### src/rtl/spu_pkg.sv
// Shared definitions for the SPU softmax job scheduler: FSM encoding, error codes
// and the packed command-descriptor layout.
package spu_pkg;

  typedef enum logic [2:0] {
    ST_IDLE  = 3'd0,
    ST_START = 3'd1,
    ST_RUN   = 3'd2,
    ST_DONE  = 3'd3,
    ST_DRAIN = 3'd4
  } sm_state_e;

  localparam logic [1:0] SM_ERR_OK      = 2'd0;
  localparam logic [1:0] SM_ERR_ILLEGAL = 2'd1;
  localparam logic [1:0] SM_ERR_TIMEOUT = 2'd2;

  localparam int SHIFT_IN_W      = 4;
  localparam int EXP_SHIFT_W     = 5;
  localparam int SHIFT_OUT_W     = 4;
  localparam int NUM_ADDR_FIELDS = 6;

  // Descriptor packing, LSB first: matrix_y, matrix_x, im_base, om_base,
  // ifm_align, ofm_align, shift_input, exp_shift_output, shift_output, tag.
  function automatic int desc_width(input int addr_w, input int tag_w);
    return NUM_ADDR_FIELDS * addr_w + SHIFT_IN_W + EXP_SHIFT_W + SHIFT_OUT_W + tag_w;
  endfunction

endpackage

### src/rtl/spu_cmd_fifo.sv
// Synchronous FIFO with flush and occupancy count. Flush wins over a same-cycle
// push or pop; head data is presented combinationally on rdata.
module spu_cmd_fifo #(
  parameter int WIDTH = 8,
  parameter int DEPTH = 4
) (
  input  logic                     clk,
  input  logic                     rst,
  input  logic                     push,
  input  logic                     pop,
  input  logic                     flush,
  input  logic [WIDTH-1:0]         wdata,
  output logic [WIDTH-1:0]         rdata,
  output logic [$clog2(DEPTH):0]   count,
  output logic                     full,
  output logic                     empty
);

  localparam int AW = $clog2(DEPTH);
  localparam int CW = AW + 1;

  logic [WIDTH-1:0] mem [DEPTH];
  logic [AW-1:0]    wr_ptr;
  logic [AW-1:0]    rd_ptr;
  logic             do_push;
  logic             do_pop;

  assign full    = (count == CW'(DEPTH));
  assign empty   = (count == '0);
  assign do_push = push && !full && !flush;
  assign do_pop  = pop && !empty && !flush;
  assign rdata   = mem[rd_ptr];

  always_ff @(posedge clk or posedge rst) begin
    if (rst) begin
      wr_ptr <= '0;
      rd_ptr <= '0;
      count  <= '0;
    end else if (flush) begin
      wr_ptr <= '0;
      rd_ptr <= '0;
      count  <= '0;
    end else begin
      if (do_push) wr_ptr <= wr_ptr + 1'b1;
      if (do_pop)  rd_ptr <= rd_ptr + 1'b1;
      if (do_push && !do_pop)      count <= count + 1'b1;
      else if (do_pop && !do_push) count <= count - 1'b1;
    end
  end

  always_ff @(posedge clk) begin
    if (do_push) mem[wr_ptr] <= wdata;
  end

endmodule

### src/rtl/spu_sm_sched.sv
// Softmax job scheduler: queues descriptors, launches the engine one job at a
// time with a start pulse and reports one completion per job (tag + error).
module spu_sm_sched
  import spu_pkg::*;
#(
  parameter int ADDR_WIDTH = 12,
  parameter int DEPTH      = 4,
  parameter int TAG_WIDTH  = 4,
  parameter int TIMEOUT_W  = 16
) (
  input  logic                    core_clk,
  input  logic                    rst,
  input  logic                    cmd_valid,
  output logic                    cmd_ready,
  input  logic [ADDR_WIDTH-1:0]   cmd_matrix_y,
  input  logic [ADDR_WIDTH-1:0]   cmd_matrix_x,
  input  logic [ADDR_WIDTH-1:0]   cmd_im_base,
  input  logic [ADDR_WIDTH-1:0]   cmd_om_base,
  input  logic [ADDR_WIDTH-1:0]   cmd_ifm_align,
  input  logic [ADDR_WIDTH-1:0]   cmd_ofm_align,
  input  logic [3:0]              cmd_shift_input,
  input  logic [4:0]              cmd_exp_shift_output,
  input  logic [3:0]              cmd_shift_output,
  input  logic [TAG_WIDTH-1:0]    cmd_tag,
  input  logic [TIMEOUT_W-1:0]    timeout_limit,
  input  logic                    abort,
  output logic                    sm_start,
  input  logic                    sm_end,
  output logic [ADDR_WIDTH-1:0]   spu_matrix_y,
  output logic [ADDR_WIDTH-1:0]   spu_matrix_x,
  output logic [ADDR_WIDTH-1:0]   im_base_addr,
  output logic [ADDR_WIDTH-1:0]   om_base_addr,
  output logic [ADDR_WIDTH-1:0]   ifm_addr_align,
  output logic [ADDR_WIDTH-1:0]   ofm_addr_align,
  output logic [3:0]              sm_shift_input,
  output logic [4:0]              sm_exp_shift_output,
  output logic [3:0]              sm_shift_output,
  output logic                    done_valid,
  output logic [TAG_WIDTH-1:0]    done_tag,
  output logic [1:0]              done_err,
  output logic                    busy,
  output logic [$clog2(DEPTH):0]  q_count
);

  localparam int DW = desc_width(ADDR_WIDTH, TAG_WIDTH);

  logic [DW-1:0]         fifo_wdata;
  logic [DW-1:0]         fifo_rdata;
  logic                  fifo_full;
  logic                  fifo_empty;
  logic                  fifo_push;
  logic                  fifo_pop;

  logic [ADDR_WIDTH-1:0] h_y, h_x, h_ib, h_ob, h_ia, h_oa;
  logic [3:0]            h_si;
  logic [4:0]            h_es;
  logic [3:0]            h_so;
  logic [TAG_WIDTH-1:0]  h_tag;
  logic                  head_illegal;
  logic                  timeout_hit;

  sm_state_e             state;
  logic [TIMEOUT_W-1:0]  run_cnt;
  logic [TAG_WIDTH-1:0]  job_tag;

  assign fifo_wdata = {cmd_tag, cmd_shift_output, cmd_exp_shift_output, cmd_shift_input,
                       cmd_ofm_align, cmd_ifm_align, cmd_om_base, cmd_im_base,
                       cmd_matrix_x, cmd_matrix_y};
  assign {h_tag, h_so, h_es, h_si, h_oa, h_ia, h_ob, h_ib, h_x, h_y} = fifo_rdata;

  // Reset holds cmd_ready low even though the FIFO is empty at that point.
  assign cmd_ready    = !rst && !fifo_full;
  assign fifo_push    = cmd_valid && cmd_ready && !abort;
  assign fifo_pop     = (state == ST_IDLE) && !fifo_empty && !abort;
  assign head_illegal = (h_y == '0) || (h_x == '0) || (h_x[1:0] != 2'b00);
  assign timeout_hit  = (timeout_limit != '0) && (run_cnt == timeout_limit - 1'b1);
  assign busy         = (state != ST_IDLE) || !fifo_empty;

  spu_cmd_fifo #(
    .WIDTH (DW),
    .DEPTH (DEPTH)
  ) u_cmd_fifo (
    .clk   (core_clk),
    .rst   (rst),
    .push  (fifo_push),
    .pop   (fifo_pop),
    .flush (abort),
    .wdata (fifo_wdata),
    .rdata (fifo_rdata),
    .count (q_count),
    .full  (fifo_full),
    .empty (fifo_empty)
  );

  always_ff @(posedge core_clk or posedge rst) begin
    if (rst) begin
      state               <= ST_IDLE;
      run_cnt             <= '0;
      job_tag             <= '0;
      sm_start            <= 1'b0;
      done_valid          <= 1'b0;
      done_tag            <= '0;
      done_err            <= SM_ERR_OK;
      spu_matrix_y        <= '0;
      spu_matrix_x        <= '0;
      im_base_addr        <= '0;
      om_base_addr        <= '0;
      ifm_addr_align      <= '0;
      ofm_addr_align      <= '0;
      sm_shift_input      <= '0;
      sm_exp_shift_output <= '0;
      sm_shift_output     <= '0;
    end else begin
      sm_start   <= 1'b0;
      done_valid <= 1'b0;
      case (state)
        ST_IDLE: begin
          if (fifo_pop) begin
            spu_matrix_y        <= h_y;
            spu_matrix_x        <= h_x;
            im_base_addr        <= h_ib;
            om_base_addr        <= h_ob;
            ifm_addr_align      <= h_ia;
            ofm_addr_align      <= h_oa;
            sm_shift_input      <= h_si;
            sm_exp_shift_output <= h_es;
            sm_shift_output     <= h_so;
            job_tag             <= h_tag;
            if (head_illegal) begin
              state      <= ST_DONE;
              done_valid <= 1'b1;
              done_tag   <= h_tag;
              done_err   <= SM_ERR_ILLEGAL;
            end else begin
              state    <= ST_START;
              sm_start <= 1'b1;
            end
          end
        end
        ST_START: begin
          run_cnt <= '0;
          state   <= ST_RUN;
        end
        // A completion landing in the timeout cycle counts as success.
        ST_RUN: begin
          if (sm_end || timeout_hit) begin
            state      <= ST_DONE;
            done_valid <= 1'b1;
            done_tag   <= job_tag;
            done_err   <= sm_end ? SM_ERR_OK : SM_ERR_TIMEOUT;
          end else begin
            run_cnt <= run_cnt + 1'b1;
          end
        end
        ST_DONE: begin
          state <= (done_err == SM_ERR_TIMEOUT) ? ST_DRAIN : ST_IDLE;
        end
        ST_DRAIN: begin
          if (abort || sm_end) state <= ST_IDLE;
        end
        default: state <= ST_IDLE;
      endcase
    end
  end

endmodule

### config.mk
export PLATFORM = sky130hd
export DESIGN_NAME = spu_sm_sched
export DESIGN_NICKNAME = d
export VERILOG_FILES = /design/src/rtl/spu_pkg.sv /design/src/rtl/spu_cmd_fifo.sv /design/src/rtl/spu_sm_sched.sv
export SDC_FILE = /design/constraint.sdc
export NUM_CORES = 1
export LEC_CHECK = 0
export BUFFER_PORTS_ARGS = -buffer_cell sky130_fd_sc_hd__buf_2
export CORE_MARGIN = 2
export CORE_UTILIZATION = 55
export CTS_BUF_LIST = sky130_fd_sc_hd__clkbuf_4 sky130_fd_sc_hd__clkbuf_8
export CTS_CLUSTER_DIAMETER = 150
export DETAILED_ROUTE_END_ITERATION = 6
export GPL_ROUTABILITY_DRIVEN = 0
export PLACE_DENSITY = 0.88
export SETUP_SLACK_MARGIN = 0.5
export SYNTH_ARGS = -nofsm -noshare
export SYNTH_HDL_FRONTEND = slang
export SYNTH_SLANG_ARGS = --single-unit
export TNS_END_PERCENT = 1
### constraint.sdc
create_clock -name core_clk -period 3.6 [get_ports core_clk]
set_input_delay 0.18 -clock core_clk [delete_from_list [all_inputs] [get_ports core_clk]]
set_output_delay 0.18 -clock core_clk [all_outputs]
set_load 0.05 [all_outputs]
---- Yosys cells after proc, flatten, opt, wreduce, memory -nomap -nowiden ----
Memory sizes are Yosys's and may differ from the RTL's.
Cells that the tools add are included.
storage, ports and cells
  bits in registers ....................... 123
  RAM bits ................................ 356
  input bits .............................. 110
  output and inout port bits .............. 98
  word-level logic and storage cells ...... 110
  memories kept ........................... 1
operators by class
  $add $sub $neg .......................... 6
  equality and inequality tests ........... 12
  muxes and demuxes ....................... 33
  reduce and logical (&&, ||, !) cells .... 39
memories
  memory          words  bits a word  rd ports  clocked after Yosys merged registers in  wr ports  RTL line            source
  u_cmd_fifo.mem  4      89           1         0                                        1         spu_cmd_fifo.sv:22  logic [WIDTH-1:0] mem [DEPTH];
operators by type and width
  kind                                                                   count
  16-bit case mux with 2 select lines                                    1
  12-bit zero test                                                       2
  3-bit two-way mux                                                      7
  2-bit two-way mux                                                      9
  16-bit by 1-bit adder with 16-bit output, second input constant        1
  16-bit equality test                                                   1
  16-bit two-way mux                                                     1
  16-bit nonzero test                                                    1
  16-bit by 1-bit subtractor with 16-bit output, second input constant   1
  3-bit case mux with 5 select lines                                     1
  1-bit logical AND                                                      12
  4-bit two-way mux                                                      3
  2-bit nonzero test                                                     5
  1-bit two-way mux                                                      8
  2-bit != test, second input constant                                   4
  4-bit case mux with 2 select lines                                     1
  3-bit by 2-bit equality test with 1-bit output, second input constant  2
  3-bit equality test, second input constant                             2
  1-bit zero test                                                        6
  3-bit zero test                                                        2
  3-bit nonzero test                                                     2
  1-bit logical OR                                                       5
  2-bit by 1-bit adder with 2-bit output, second input constant          2
  2-bit case mux with 2 select lines                                     1
  other kinds (9)                                                        10

---- Depth between registers and ports, before layout ----
  depth after elaboration ................. 12
  mapped depth ............................ 11
  depth with buffers taken out ............ 10

---- By module ----
From an unflattened synthesis, not the netlist that was laid out.
second synthesis, totals
  cells, all modules ...................... 1155
  area total of the unflattened synthesis .. 18859.3 µm²
by module, submodules not included
  module        times used  cells each  area each (µm²)  seq. area each (µm²)
  spu_cmd_fifo  1           527         13384.1          10865.4
  spu_sm_sched  1           628         5475.3           2902.8

---- Least setup slack after synthesis ----
No wires, ideal clock.
  path type ............................... reg2reg
  start ................................... register u_cmd_fifo.count[1]
  end ..................................... memory u_cmd_fifo.mem[0][0] in the netlist's numbering (enable)
  library setup time ...................... 0.458 ns
  data arrival time ....................... 4.477 ns
  required time ........................... 3.142 ns
  slack ................................... -1.335 ns
  stages on the path, launching flop included .. 6
  path buffers ............................ 0
  period minus slack after synthesis ...... 4.935 ns
  cell sequence ........................... dfrtp_1 inv_1 a31oi_1 nand2_1 nor2_1 and2_1
between the ends
  cells in the longest elaborated chain, start to end .. 9
ends and longest elaborated chain
  element                                  RTL line            source
  from (decl)                              spu_cmd_fifo.sv:14  output logic [$clog2(DEPTH):0] count,
  from (signal assigned)                   spu_cmd_fifo.sv:46  if (do_push && !do_pop) count <= count + 1'b1;
  from (signal assigned)                   spu_cmd_fifo.sv:47  else if (do_pop && !do_push) count <= count - 1'b1;
  3-bit equality test                      spu_cmd_fifo.sv:28  assign full = (count == CW'(DEPTH));
  1-bit zero test                          spu_sm_sched.sv:72  assign cmd_ready = !rst && !fifo_full;
  1-bit logical AND                        spu_sm_sched.sv:72
  named net cmd_ready                      spu_sm_sched.sv:14  output logic cmd_ready,
  1-bit logical AND (2 in series)          spu_sm_sched.sv:73  assign fifo_push = cmd_valid && cmd_ready && !abort;
  1-bit logical AND (2 in series)          spu_cmd_fifo.sv:30  assign do_push = push && !full && !flush;
  1-bit two-way mux                        spu_cmd_fifo.sv:52  if (do_push) mem[wr_ptr] <= wdata;
  1-bit two-way mux (implied by the code)  spu_cmd_fifo.sv:52
  to (decl)                                spu_cmd_fifo.sv:22
The timed path passes the listed nets, and every way through them passes these cells.

---- Worst setup path after layout ----
  start ................................... register u_cmd_fifo.rd_ptr[0]
  end ..................................... register done_tag[2]
between the ends
  cells in the longest elaborated chain, start to end .. 6
  elaborated cells on any way between the ends .. 11
  classes of those cells .................. eq/ne (1); mux (3); reduce/logical (6); memory (1)
ends and longest elaborated chain
  element                         RTL line             source
  from (decl)                     spu_cmd_fifo.sv:24   logic [AW-1:0] rd_ptr;
  from (signal assigned)          spu_cmd_fifo.sv:45   if (do_pop) rd_ptr <= rd_ptr + 1'b1;
  memory 4 x 89 bit *             --
  12-bit zero test                spu_sm_sched.sv:75   assign head_illegal = (h_y == '0) || (h_x == '0) || (h_x[1:0] != 2'b00);
  1-bit logical OR (2 in series)  spu_sm_sched.sv:75
  2-bit != test (no line)         --
  4-bit AND reduction (no line)   --
  to (signal assigned)            spu_sm_sched.sv:132  done_tag <= h_tag;
  to (signal assigned)            spu_sm_sched.sv:149  done_tag <= job_tag;
  to (decl)                       spu_sm_sched.sv:39   output logic [TAG_WIDTH-1:0] done_tag,
Mark *: on every way between the ends. The rest lies on a longest branch, timed or not. The select of a mux whose other input is x is not followed.
A chain may end at the register's enable or synchronous reset.

==> results.yml <==
synthesis:
  synthesis.nets: 1054
  netlist-cell-type-count: 48
  synth.avg_cell_area_um2: 19.8
  syn_area_um2: 18500
  synth_edf_count: 356
  netlist_instances: 937
  ys_seq_area_share_pct: 74.4
  async_reset_ff_share_pct: 25.7
  ys_warn_count: 0
  synth-seq-cells: 479
  ys.flop_type: "edfxtp_1"
clocking:
  cts_root_buffer: "clkbuf_8"
  cts_tree: "yes"
  clk_pin_slew_worst_paths_ns: 0.06
  cts_resized: 0
  cts-buffers-inserted: 77
  cts_sinks: 479
  cts_max_path_buffers: 3
  cts_max_level: 3
  clk_latency_ns: 0.61
pwr:
  p_int_w: 0.0113
  swShare_pct: 34.9
  leakage_nw: 8.44
  clkPwrFrac_pct: 27.8
  p_sw_w: 0.00604
  p_seq_share_pct: 41.4
  power_density_nw_per_um2: 760
  ir_drop_mv: 0.549
  combPwrFrac_pct: 30.8
  total_power_w: 0.0173
floorplanning:
  num_io_pins: 208
  die_area_um2: 35200
  fp.coreArea_um2: 33400
  core.rowCount: 67
  start_util_pct: 55.5
  die_y_um: 187
  die_width_um: 187
place:
  dp.final_hpwl_mm: 22.4
  io_buffers: 207
  dp.cells: 1570
detailed_routing:
  drt_iter0_markers: 682
  vias_per_cell: 5.61
  wl_per_cell_um: 21.8
  num_vias: 10200
  detail-route-antenna-nets: 0
  wl_mm: 39.5
  drt_first_pass_iters: 5
  drcViolationCount: 0
cells_and_area:
  post-route-util_pct: 68.3
  layout.nets: 1413
  drive_gt1_share_pct: 38.8
  final_cells: 1811
  area_delta_synth_final_pct: 23.1
global_routing:
  grt_antenna_before_repair: 3
  grt_max_degree: 49
  grt_pass1_wl_mm: 62.0
  grt_pass1_vias: 11100
  grt-ovfl-total: 0
  grtUsageTotal_pct: 23.2
status:
  status: "completed"
sta:
  fin_crit_ns: 2.83
  setup-violations-final: 0
  skew_ns: 0.0223
  hold_viol_final: 0
  fin_crit_sh_pct: 78.6
  max-slew-margin-rel_pct: 35.7
  worst_slew_pin_slew_ns: 0.965
  rsz0062_at_grt: "no"
  max_freq_ghz: 0.353
  hold_ws_ns: 0.314
  slew_viol_final: 0
  setup_tns_ns: 0
critical_path:
  slowest_delay_ns: 0.58
  cp_slowest_cell: "dfrtp_4"
  required_ns: 4.08
  critical_path.startpoint: "u_cmd_fifo.rd_ptr[0]"
  r2r_start: "u_cmd_fifo.rd_ptr[0]"
  path_cells: "buf_8, mux4_2, nor4_1, nand3_1, nand3_1, and2_1, a21oi_2, a221o_1"
  crit_path_max_fanout: 12
  start_kind: "flop"
  endpoint_kind: "flop"
  cp_data_arrival_time_ns: 3.31
  crit_top_cell: "nand3_1"
  criticalPathCategory: "flop to flop"
min_path:
  hold_class: "input pin to async pin"
job:
  drv_cap: 0
## worst paths after layout
kind / endpoint / slack [ns] / cells past startpoint
min in group core_clk: u_cmd_fifo.mem[0][73] / 0.33 / 2
worst min register to register: ifm_addr_align[2] / 0.48 / 1
worst max-delay path: done_tag[2] / 0.77 / 8
worst min-delay path: run_cnt[9] / 0.31 / 4
worst max register to register: done_tag[2] / 0.77 / 8
max in group asynchronous: om_base_addr[8] / 2.68 / 4
## flip-flops by register name, summed over array words and instances (netlist names), 2 cells and up
register	flops
sm_exp_shift_output	5
im_base_addr	12
spu_matrix_x	12
sm_shift_output	4
om_base_addr	12
ifm_addr_align	12
sm_shift_input	4
done_err	2
spu_matrix_y	12
state	3
job_tag	4
run_cnt	16
u_cmd_fifo.mem	356
u_cmd_fifo.rd_ptr	2
done_tag	4
u_cmd_fifo.wr_ptr	2
u_cmd_fifo.count	3
ofm_addr_align	12
## area by class of cell
| cell class | instances | area, µm² |
|---|---|---|
| diodes | 4 | 10.0 |
| fillers | 2141 | 10600 |
| clock inverters | 12 | 101 |
| clock buffers | 130 | 1530 |
| well taps | 448 | 561 |
| flip-flops and latches | 479 | 13800 |
| inverters | 12 | 48.8 |
| multi-input cells | 405 | 4560 |
| repair buffers | 321 | 2210 |
## power by group through the flow
stage          Combinational (W)  Clock (W)  Sequential (W)
2_1_floorplan            0.00219          0         0.00896
3_3_place_gp             0.00510          0         0.00725
3_5_place_dp             0.00522          0         0.00729
4_1_cts                  0.00532    0.00490         0.00719
5_1_grt                  0.00564    0.00515         0.00725
6_report                 0.00533    0.00482         0.00717
## critical path: cells and delay by family (launching register included)
family | cells | cell delay [ns]
compound gates | 2 | 0.42
buf+inv | 1 | 0.22
flops | 1 | 0.58
mux | 1 | 0.55
simple gates | 4 | 0.94
## layer usage
layer | wire, µm | vias up | share of wire, % | global-route usage (%)
met5 | 11 | - | 0.028 | 0
met4 | 971 | 2 | 2.5 | 8.42
met3 | 3150 | 75 | 8.0 | 6.46
met2 | 20400 | 412 | 52 | 40.0
met1 | 15000 | 5189 | 38 | 28.4
li1 | - | 4480 | - | -
## stage by stage
step / setup slack (ns) / area, µm²
3_5_place_dp: 0.704 / 20200
6_report: 0.769 / 22800
5_1_grt: 0.640 / 22800
2_1_floorplan: 0.697 / 18500
3_3_place_gp: 0.730 / 20200
4_1_cts: 0.672 / 22800
## cell usage after synthesis (4+ instances only)
library cell / count / area share [%]
a21oi_1: 9 / 0.24
ha_1: 6 / 0.41
nand4_1: 12 / 0.41
clkbuf_1: 21 / 0.43
nand2b_1: 11 / 0.37
and3_1: 11 / 0.37
mux4_2: 89 / 11
buf_1: 4 / 0.081
xnor2_1: 12 / 0.57
mux2_1: 35 / 2.1
mux2i_1: 11 / 0.59
nand2_1: 27 / 0.55
inv_1: 12 / 0.24
a221o_1: 4 / 0.22
nand3_1: 16 / 0.43
dfrtp_1: 123 / 17
nor4_1: 8 / 0.27
and2_1: 9 / 0.30
edfxtp_1: 356 / 58
a211oi_1: 7 / 0.28
nor3_1: 11 / 0.30
xor2_1: 13 / 0.61
mux2_2: 54 / 3.3
nor2_1: 22 / 0.45
buf_2: 14 / 0.38
o21ai_1: 5 / 0.14
## cells in the final DEF (no fill, tap or decap), types with 5 or more instances in the layout
cell	count
a211oi_1	7
a21oi_1	9
and2_1	5
and3_1	11
buf_12	6
buf_2	207
buf_4	13
clkbuf_4	42
clkbuf_8	88
dfrtp_1	121
dlygate4sd3_1	94
edfxtp_1	356
ha_1	6
inv_1	11
mux2_1	35
mux2_2	54
mux2i_1	11
mux4_2	89
nand2_1	27
nand2b_1	11
nand3_1	16
nand4_1	12
nor2_1	22
nor3_1	11
nor4_1	8
o21ai_1	5
xnor2_1	12
xor2_1	13
## timing repair
item,CTS,global route
endpoints found under the hold margin,490,0
setup buffers,0,1
hold buffers,94,0
setup endpoints to repair,0,3
## logic make-up after synthesis
family,share of synthesized area (%)
XOR/XNOR,1.18
adder cells (fa/ha/maj),0.514
buffers and inverters,1.21
AND/OR/NAND/NOR,4.24
flip-flops,74.4
multiplexers,16.8
AO/OA/AOI/OAI,1.67
Note: power is estimated with default switching activity, not from simulation.
